[config.mk]
export PLATFORM = sky130hd
export DESIGN_NAME = pmem_arbiter
export DESIGN_NICKNAME = d
export VERILOG_FILES = /design/src/rtl/pmem_arbiter.sv
export SDC_FILE = /design/constraint.sdc
export NUM_CORES = 1
export LEC_CHECK = 0
export BUFFER_PORTS_ARGS = -buffer_cell sky130_fd_sc_hd__clkbuf_2
export CAP_MARGIN = 25
export CORE_MARGIN = 4
export CORE_UTILIZATION = 40
export DETAILED_ROUTE_END_ITERATION = 7
export PLACE_DENSITY = 0.75
export SYNTH_ARGS = -nofsm -noshare
export SYNTH_HDL_FRONTEND = slang
export SYNTH_SLANG_ARGS = --single-unit
[constraint.sdc]
create_clock -name clk -period 2.8 [get_ports clk]
set_input_delay 0.56 -clock clk [delete_from_list [all_inputs] [get_ports clk]]
set_output_delay 0.56 -clock clk [all_outputs]
set_load 0.01 [all_outputs]
[src/rtl/pmem_arbiter.sv]
// pmem_arbiter: shares one physical-memory port between IFU (read-only) and LSU.
// A single transaction is in flight at a time. After a request is accepted the
// block waits, strobes pmem for exactly one cycle, then holds the response until
// the owner takes it. The accept cycle counts as the first wait cycle, so the pmem
// strobe lands max(LAT,1) cycles after accept and the response one cycle later.
module pmem_arbiter #(
   parameter int LAT = 1,          // wait cycles between accept and pmem access (0..15)
   parameter bit RR  = 1'b1        // 1 = round-robin, 0 = LSU has fixed priority
) (
   input  logic        clk,
   input  logic        rst_n,
   input  logic        ifu_req_valid,
   output logic        ifu_req_ready,
   input  logic [31:0] ifu_addr,
   output logic        ifu_resp_valid,
   input  logic        ifu_resp_ready,
   output logic [31:0] ifu_rdata,
   input  logic        lsu_req_valid,
   output logic        lsu_req_ready,
   input  logic [31:0] lsu_addr,
   input  logic        lsu_wen,
   input  logic [31:0] lsu_wdata,
   input  logic [7:0]  lsu_wmask,
   output logic        lsu_resp_valid,
   input  logic        lsu_resp_ready,
   output logic [31:0] lsu_rdata,
   output logic        pmem_valid,
   output logic [31:0] pmem_raddr,
   output logic [31:0] pmem_waddr,
   output logic [31:0] pmem_wdata,
   output logic [7:0]  pmem_wmask,
   output logic        pmem_wen,
   input  logic [31:0] pmem_rdata
);

   localparam logic [1:0] S_IDLE = 2'd0;
   localparam logic [1:0] S_WAIT = 2'd1;
   localparam logic [1:0] S_ACC  = 2'd2;
   localparam logic [1:0] S_RESP = 2'd3;

   // Wait-state count loaded on accept; only used when LAT > 1.
   localparam logic [3:0] CNT_LOAD = (LAT > 1) ? 4'(LAT - 1) : 4'd1;

   logic [1:0]  state;
   logic [3:0]  cnt;
   logic        owner_lsu;   // owner of the in-flight transaction
   logic        ptr_lsu;     // round-robin pointer: 1 = LSU preferred next
   logic [31:0] addr_q;
   logic        wen_q;
   logic [31:0] wdata_q;
   logic [7:0]  wmask_q;
   logic [31:0] rdata_q;

   logic idle;
   logic gnt_lsu;
   logic take;
   logic resp_done;

   // Combinational arbitration; only the winner sees ready, and only in IDLE.
   always_comb begin
      idle          = rst_n && (state == S_IDLE);
      gnt_lsu       = lsu_req_valid && (!ifu_req_valid || !RR || ptr_lsu);
      lsu_req_ready = idle && gnt_lsu;
      ifu_req_ready = idle && ifu_req_valid && !gnt_lsu;
      take          = lsu_req_ready || ifu_req_ready;
      resp_done     = owner_lsu ? lsu_resp_ready : ifu_resp_ready;
   end

   // Transaction FSM plus request/response latches.
   always_ff @(posedge clk) begin
      if (!rst_n) begin
         state     <= S_IDLE;
         cnt       <= 4'd0;
         owner_lsu <= 1'b0;
         ptr_lsu   <= 1'b0;
         addr_q    <= 32'd0;
         wen_q     <= 1'b0;
         wdata_q   <= 32'd0;
         wmask_q   <= 8'd0;
         rdata_q   <= 32'd0;
      end else begin
         case (state)
            S_IDLE: begin
               if (take) begin
                  owner_lsu <= gnt_lsu;
                  ptr_lsu   <= !gnt_lsu;
                  addr_q    <= gnt_lsu ? lsu_addr : ifu_addr;
                  wen_q     <= gnt_lsu && lsu_wen;
                  wdata_q   <= gnt_lsu ? lsu_wdata : 32'd0;
                  wmask_q   <= gnt_lsu ? lsu_wmask : 8'd0;
                  cnt       <= CNT_LOAD;
                  state     <= (LAT > 1) ? S_WAIT : S_ACC;
               end
            end
            S_WAIT: begin
               cnt <= cnt - 4'd1;
               if (cnt == 4'd1) state <= S_ACC;
            end
            S_ACC: begin
               rdata_q <= wen_q ? 32'd0 : pmem_rdata;
               state   <= S_RESP;
            end
            default: begin
               if (resp_done) state <= S_IDLE;
            end
         endcase
      end
   end

   // Output decode: pmem port live only in ACCESS, response only to the owner in RESP.
   always_comb begin
      pmem_valid     = (state == S_ACC);
      pmem_raddr     = pmem_valid ? addr_q  : 32'd0;
      pmem_waddr     = pmem_valid ? addr_q  : 32'd0;
      pmem_wdata     = pmem_valid ? wdata_q : 32'd0;
      pmem_wmask     = pmem_valid ? wmask_q : 8'd0;
      pmem_wen       = pmem_valid && wen_q;
      lsu_resp_valid = (state == S_RESP) && owner_lsu;
      ifu_resp_valid = (state == S_RESP) && !owner_lsu;
      lsu_rdata      = lsu_resp_valid ? rdata_q : 32'd0;
      ifu_rdata      = ifu_resp_valid ? rdata_q : 32'd0;
   end

endmodule

==> summary.md, run 1 <==
| Metric | Value |
|---|---|
| Status | `finished, final reports clean` |
| RSZ-0062 raised after global routing | `no` |
| Max_cap viols | `0` |
| Dpl hpwl | `13110 microns` |
| Vias in the first global route | `5572` |
| Post-synth EDFFs | `0` |
| Worst setup margin | `0.4362 ns` |
| DR WL met2 | `8798 microns` |
| Least-Margin Pin Slew | `0.7353 ns` |
| Core Footprint | `14480 sq um` |
| Most common cell after layout, fill and taps aside | `clkbuf_2` |
| PD cells | `583.1 nW/um^2` |
| Req. time, crit path | `2.24 ns` |
| Port Buffers | `316` |
| I/O pin count | `317` |
| CTS tree | `built` |
| Post-route setup TNS | `0 ns` |
| Initial Util | `0.4069` |
| Aggregate routed wire length | `18360 microns` |
| Via/cell ratio | `5.296` |
| M1 wire length | `7771 microns` |
| Final setup vio count | `0` |
| Router iterations before antenna repair | `5` |
| Reg2Reg Depth | `5` |
| Slowest Stage Delay on Critical Path | `0.51 ns` |
| Reg-to-Reg Start | `state[1]` |
| CTS clk-pin slew, worst paths | `0.05 ns` |
| Main flop type after synthesis | `dfxtp_1` |
| Final Cell Area | `7898 sq um` |
| CP max-delay cell | `dfxtp_1` |
| Clk root buf | `clkbuf_16` |
| DR WL met3 | `1289 microns` |
| Leakage | `3.807 nW` |
| Synthesized flop and latch total | `113` |
| Final Hold Violating Endpoints | `0` |
| Post-layout min period | `2.364 ns` |
| Clock tree sinks | `113` |
| Hold Crit Start | `lsu_addr[23]` |
| Achievable frequency | `423.1 MHz` |
| Cell accounting for the most synthesized area | `dfxtp_1` |
| Post-Syn Area | `5892 sq um` |
| Seq/Total Area, Yosys | `0.3839` |
| Detailed Route Iter0 Violations | `450` |
| TritonCTS Buffers | `17` |
| Endpoint type of the worst setup path | `primary output` |
| Post-placement setup slack | `0.6563 ns` |
| Worst-path fanout max | `25` |
| Gp weighted congestion | `0.9231` |
| Average size of a mapped cell | `8.393 sq um` |
| CTS resizes | `0` |
| Hold Path Class | `in -> reg` |
| Die span in y | `129.4 microns` |
| Final net count | `1093` |
| R2r setup slk | `0.82 ns` |
| Initial antenna violation count | `0` |
| Crit path DAT | `1.80 ns` |
| Critical path class | `reg -> out` |
| Ys async rst share | `0` |
| Routed via count | `6059` |
| Die ar. | `16740 sq um` |
| Post-synthesis cell count | `702` |
| Synth cell types | `38` |
| Area Growth Syn to Fin | `34.04%` |
| Gr usage total | `0.2102` |
| Later-pin clock latency in the skew report | `0.41 ns` |
| Placed cell area | `7313 sq um` |
| Placement Rows | `44` |
| Max Slew Vio Count | `0` |
| Ys Warns | `0` |
| Die width | `129.4 microns` |
| Worst Hold Slack | `0.3704 ns` |
| Final period utilization | `0.8442` |
| Synth area leaders | `dfxtp_1, and2_1, a21oi_1` |
| Max VDD drop | `0.3463 mV` |
| Share of layout cells above drive strength 1 | `0.3875` |
| Most frequent cells in the layout | `clkbuf_2, and2_1, dfxtp_1` |
| Antenna Cells | `0` |
| Yosys top cell area share | `0.3839` |
| Hold Path Sink | `addr_q[23]` |
| Max H-tree Level | `4` |
| Post-CTS Setup Bufs | `0` |
| Type of origin of the critical path | `register` |
| # DRC | `0` |
| RR Endpoint | `addr_q[2]` |
| Largest net degree at the start of global routing | `58` |
| Final ANT Viol Nets | `0` |
| Gr ovfl total | `0` |
| Syn_nets | `847` |
| Top Metal Used | `met4` |
| Hold Path Depth | `2` |
| Relative slew slack | `0.5098` |
| Clock skew | `0.006621 ns` |
| Mean routed wirelength per cell | `16.05 microns` |
| Number of hold buffers added after CTS | `0` |
| First-pass GRT wire length | `28170 microns` |
| CTS Buffer Depth | `2` |
| Crit-path cells | `nand2b_1, inv_2, buf_4, and2_1, clkbuf_2` |
[cell usage after synthesis, types with 2 or more instances]
cell type and number:
nand2_1 37, clkbuf_2 4, buf_4 34, mux2i_1 2, nor2b_1 2, ha_1 2
and2_1 137, nor3_1 2, and3_1 7, nand2b_1 3, a221o_1 28, a21boi_0 4
o21ai_0 45, buf_6 2, a21oi_1 79, a21o_1 4, nand3b_1 32, dfxtp_1 113
clkbuf_1 48, o311a_1 32, inv_1 3, inv_2 2, nor2_1 5, nand4_1 41
buf_2 21
[final cells by class]
cell class,instances,area (sq um)
inverters,5,18.77
repair buffers,337,1764
multi-input cells,474,3038
flip-flops and latches,113,2262
fillers,1363,6581
clock buffers,26,509.2
well taps,184,230.2
clock inverters,5,75.07
[worst max path at each step]
stage	start	endpoint	slack (ns)
floorplan	state[0]	pmem_waddr[20]	0.79
global placement	rst_n	addr_q[31]	0.69
detailed placement	rst_n	addr_q[2]	0.66
CTS	state[1]	pmem_waddr[17]	0.41
global route	state[1]	pmem_raddr[17]	0.27
finish	state[1]	pmem_raddr[17]	0.44
[cells by family after synthesis]
kind of cell | share of synthesized area
AO/OA/AOI/OAI | 0.2268
buffers and inverters | 0.1028
adder cells (fa/ha/maj) | 0.004247
AND/OR/NAND/NOR | 0.2788
multiplexers | 0.003398
flip-flops | 0.3839
[critical path: cells and delay by family (launching register included)]
family / cells / cell delay, ns
DFF: 1 / 0.51
buffers and inverters: 3 / 0.52
and+or+nand+nor: 2 / 0.37
[sequential cells by signal (all words and copies together), names as in the netlist]
signal     flops
state          2
wen_q          1
owner_lsu      1
wmask_q        8
rdata_q       32
addr_q        32
ptr_lsu        1
cnt            4
wdata_q       32
[through the flow]
stage	total power [mW]	instances	utilization
after global placement	2.513	1113	0.5051
after CTS	4.655	1144	0.5455
after global routing	4.833	1144	0.5455
after floorplan	2.261	702	-
final	4.605	1144	0.5455
after detailed placement	2.518	1113	0.5051
[routing by layer]
layer  GRT usage  up-vias
met1      0.2684     2828
met3     0.05276       35
met2      0.3357      230
met4     0.09512        0
li1            -     2966
met5           0        -
[power by group]
group          total, mW  switching [mW]  leakage (nW)  internal, mW
Sequential          1.79          0.0677         0.923          1.72
Clock               2.12           0.703         0.290          1.42
Combinational      0.695           0.407          2.59         0.289
Total               4.60            1.18          3.81          3.43
Power figures use the tool's default switching activity.
==> run 2: changes to the inputs <==
--- a/config.mk
+++ b/config.mk
@@ -5,12 +5,13 @@
 export SDC_FILE = /design/constraint.sdc
 export NUM_CORES = 1
 export LEC_CHECK = 0
+export ABC_AREA = 1
 export BUFFER_PORTS_ARGS = -buffer_cell sky130_fd_sc_hd__clkbuf_2
 export CAP_MARGIN = 25
 export CORE_MARGIN = 4
 export CORE_UTILIZATION = 40
 export DETAILED_ROUTE_END_ITERATION = 7
-export PLACE_DENSITY = 0.75
+export PLACE_DENSITY = 0.76
 export SYNTH_ARGS = -nofsm -noshare
 export SYNTH_HDL_FRONTEND = slang
 export SYNTH_SLANG_ARGS = --single-unit
==> constraint.sdc (replaced) <==
create_clock -name clk -period 2.2 [get_ports clk]
set_input_delay 0.44 -clock clk [delete_from_list [all_inputs] [get_ports clk]]
set_output_delay 0.44 -clock clk [all_outputs]
set_load 0.01 [all_outputs]
==> run 2 against run 1 <==
  * Largest cell class unchanged
  * Via count shrank 2.7%
  * Global-route usage shrank 0.30 points
  * Critical path type unchanged
  * Synthesized cell count grew 17%
  * First-iteration DRC count shrank 32%
  * Setup slack lost 0.32 ns
  * Clock skew is essentially flat
  * Largest power group unchanged
  * Critical path depth grew 1
==> summary.md, run 2 <==
| Metric | Value |
|---|---|
| Status | `finished, final reports clean` |
| Req. time, crit path | `1.76 ns` |
| Final Cell Area | `7654 sq um` |
| Initial antenna violation count | `0` |
| Via/cell ratio | `4.603` |
| Die ar. | `15680 sq um` |
| Area share of fa/ha/maj cells after synthesis | `0.004554` |
| CTS clk-pin slew, worst paths | `0.05 ns` |
| Max H-tree Level | `4` |
| Relative slew slack | `0.7125` |
| Yosys top cell area share | `0.4117` |
| Post-synthesis compound-gate area fraction | `0.1758` |
| Final net count | `1237` |
| Most frequent cell after synthesis | `nand2_1` |
| Routed via count | `5896` |
| Later-pin clock latency in the skew report | `0.40 ns` |
| Most frequent cells after synthesis | `nand2_1, nor2_1, inv_1` |
| Delay-heaviest family, CP | `buffers and inverters` |
| Area Growth Syn to Fin | `39.28%` |
| Top Registers | `addr_q (32), rdata_q (32), wdata_q (32)` |
| First-pass GRT wire length | `26630 microns` |
| Ys Warns | `0` |
| Crit-path cells | `inv_1, nor2_4, inv_6, buf_6, nor2_1, clkbuf_2` |
| Seq/Total Area, Yosys | `0.4117` |
| Post-synthesis cell count | `824` |
| Post-Syn Area | `5495 sq um` |
| Mean routed wirelength per cell | `13.10 microns` |
| Share of layout cells above drive strength 1 | `0.3538` |
| Clk root buf | `clkbuf_16` |
| Reg-to-Reg Start | `state[1]` |
| Post-layout min period | `2.084 ns` |
| Syn_nets | `969` |
| Aggregate routed wire length | `16780 microns` |
| Router iterations before antenna repair | `4` |
| Synth cell types | `25` |
| Clock tree sinks | `113` |
| Largest family of logic cells by synthesized area | `simple AND/OR/NAND/NOR gates` |
| Logic pwr share | `0.321` |
| CTS tree | `built` |
| Main flop type after synthesis | `dfxtp_1` |
| Most frequent cells in the layout | `clkbuf_2, nand2_1, nor2_1` |
| Initial Util | `0.4117` |
| Sequential share of power | `0.336` |
| Gr ovfl total | `0` |
| Worst Hold Slack | `0.2725 ns` |
| Slowest Stage Delay on Critical Path | `0.37 ns` |
| Crit path DAT | `1.64 ns` |
| Buffers & Inverters on Critical Path | `4` |
| Gp weighted congestion | `0.8066` |
| Worst-path fanout max | `23` |
| Average size of a mapped cell | `6.669 sq um` |
| Worst setup path start | `state[1]` |
| Most common cell after layout, fill and taps aside | `clkbuf_2` |
| Placement Rows | `42` |
| Die span in y | `125.2 microns` |
| Hold Path Class | `in -> reg` |
| Post-synth EDFFs | `0` |
| Ys async rst share | `0` |
| Final Hold Violating Endpoints | `0` |
| Dpl hpwl | `12690 microns` |
| Internal power | `5.292 mW` |
| Synth area leaders | `dfxtp_1, nand2_1, nor2_1` |
| CP max-delay cell | `dfxtp_1` |
| Port Buffers | `316` |
| CTS Buffer Depth | `2` |
| PD cells | `1059 nW/um^2` |
| Detailed Route Iter0 Violations | `306` |
| Simple-Gate Fraction of Synth Area | `0.2352` |
| Max Slew Vio Count | `0` |
| Synthesized flop and latch total | `113` |
| Final ANT Viol Nets | `0` |
| Clock skew | `0.006845 ns` |
| Gr usage total | `0.2072` |
| Die width | `125.2 microns` |
| TritonCTS Buffers | `17` |
| Final setup vio count | `0` |
| XOR/XNOR Fraction of Synth Area | `0` |
| Critical path class | `reg -> out` |
| Placed cell area | `6992 sq um` |
| Mux cell area share after synthesis | `0` |
| RSZ-0062 raised after global routing | `yes` |
| Final period utilization | `0.9472` |
| Max VDD drop | `0.5319 mV` |
| Antenna Cells | `0` |
| Largest net degree at the start of global routing | `39` |
| Vias in the first global route | `5433` |
| # DRC | `0` |
| Leakage | `3.502 nW` |
| Core Footprint | `13350 sq um` |
| Sw Ratio | `0.3471` |
| Least-Margin Pin Slew | `0.4312 ns` |
| Type of origin of the critical path | `register` |
| Achievable frequency | `479.9 MHz` |
| Clock network fraction of total power | `0.343` |
| Cell accounting for the most synthesized area | `dfxtp_1` |
| Endpoint type of the worst setup path | `primary output` |
| Max_cap viols | `0` |
| Net Switching | `2.814 mW` |
| Hold Crit Start | `lsu_wmask[7]` |
| I/O pin count | `317` |
==> run 2: changes by cell type after synthesis, moves of 32 or more <==
cell / previous run / this run
nor2_1: 5 / 153
and2_1: 137 / 0
o311a_1: 32 / 0
nand2_1: 37 / 172
o21ai_0: 45 / 11
nand3b_1: 32 / 0
inv_1: 3 / 118
a211oi_1: 0 / 33
nand4_1: 41 / 0
==> run 2: final timing paths <==
path / slack (ns) / end / cells after the start
setup reg to reg: 0.50 / rdata_q[9] / 7
hold reg to reg: 0.46 / wdata_q[5] / 2
hold / removal: 0.27 / wmask_q[7] / 3
setup / recovery: 0.12 / pmem_waddr[29] / 6
==> run 2: layout make-up <==
cell class	instances	area, sq um
inverters	122	464.2
well taps	176	220.2
repair buffers	335	1780
clock buffers	22	474.2
fillers	1320	5694
flip-flops and latches	113	2263
multi-input cells	503	2318
clock inverters	10	132.6
==> run 2: worst register-to-register path, cell delays in order (launching register included) <==
cell      delay, ns
dfxtp_1        0.33
inv_1          0.15
nor2_4         0.07
inv_6          0.17
buf_8          0.23
buf_4          0.38
a21oi_1        0.08
a211oi_1       0.21
==> run 2: repair_timing <==
item / 4_1_cts / 5_1_grt
setup endpoints to repair: 76 / 84
gates resized for setup: 5 / 14
setup buffers: 0 / 0
hold buffers: 0 / 0
==> run 2: metal layers <==
metal  wire length [microns]  GRT usage
met1                    7003     0.2513
met2                    8202     0.3477
met3                    1278    0.06567
met4                     292    0.07270
met5                       0          0
==> run 2: cells by family after synthesis <==
| logic type | Yosys count |
|---|---|
| flip-flops | 113 |
| buffers and inverters | 208 |
| AO/OA/AOI/OAI | 165 |
| AND/OR/NAND/NOR | 336 |
| adder cells (fa/ha/maj) | 2 |
==> run 2: metrics by stage <==
stage / instances / setup WS, ns / utilization / TNS, ns / total power, mW
after floorplan: 824 / 0.3174 / - / 0 / 4.542
after global placement: 1249 / 0.3411 / 0.5238 / 0 / 5.249
after detailed placement: 1249 / 0.3002 / 0.5238 / 0 / 5.302
after CTS: 1281 / 0.04104 / 0.5704 / 0 / 8.137
after global routing: 1281 / -0.02400 / 0.5734 / -0.1233 / 8.620
final: 1281 / 0.1161 / 0.5734 / 0 / 8.105
==> run 2: power by group through the flow <==
stage | logic (mW) | clock network (mW) | registers, mW
2_1_floorplan | 1.83 | 0 | 2.71
3_3_place_gp | 2.51 | 0 | 2.73
3_5_place_dp | 2.55 | 0 | 2.75
4_1_cts | 2.58 | 2.84 | 2.72
5_1_grt | 2.92 | 2.93 | 2.77
6_report | 2.60 | 2.78 | 2.72
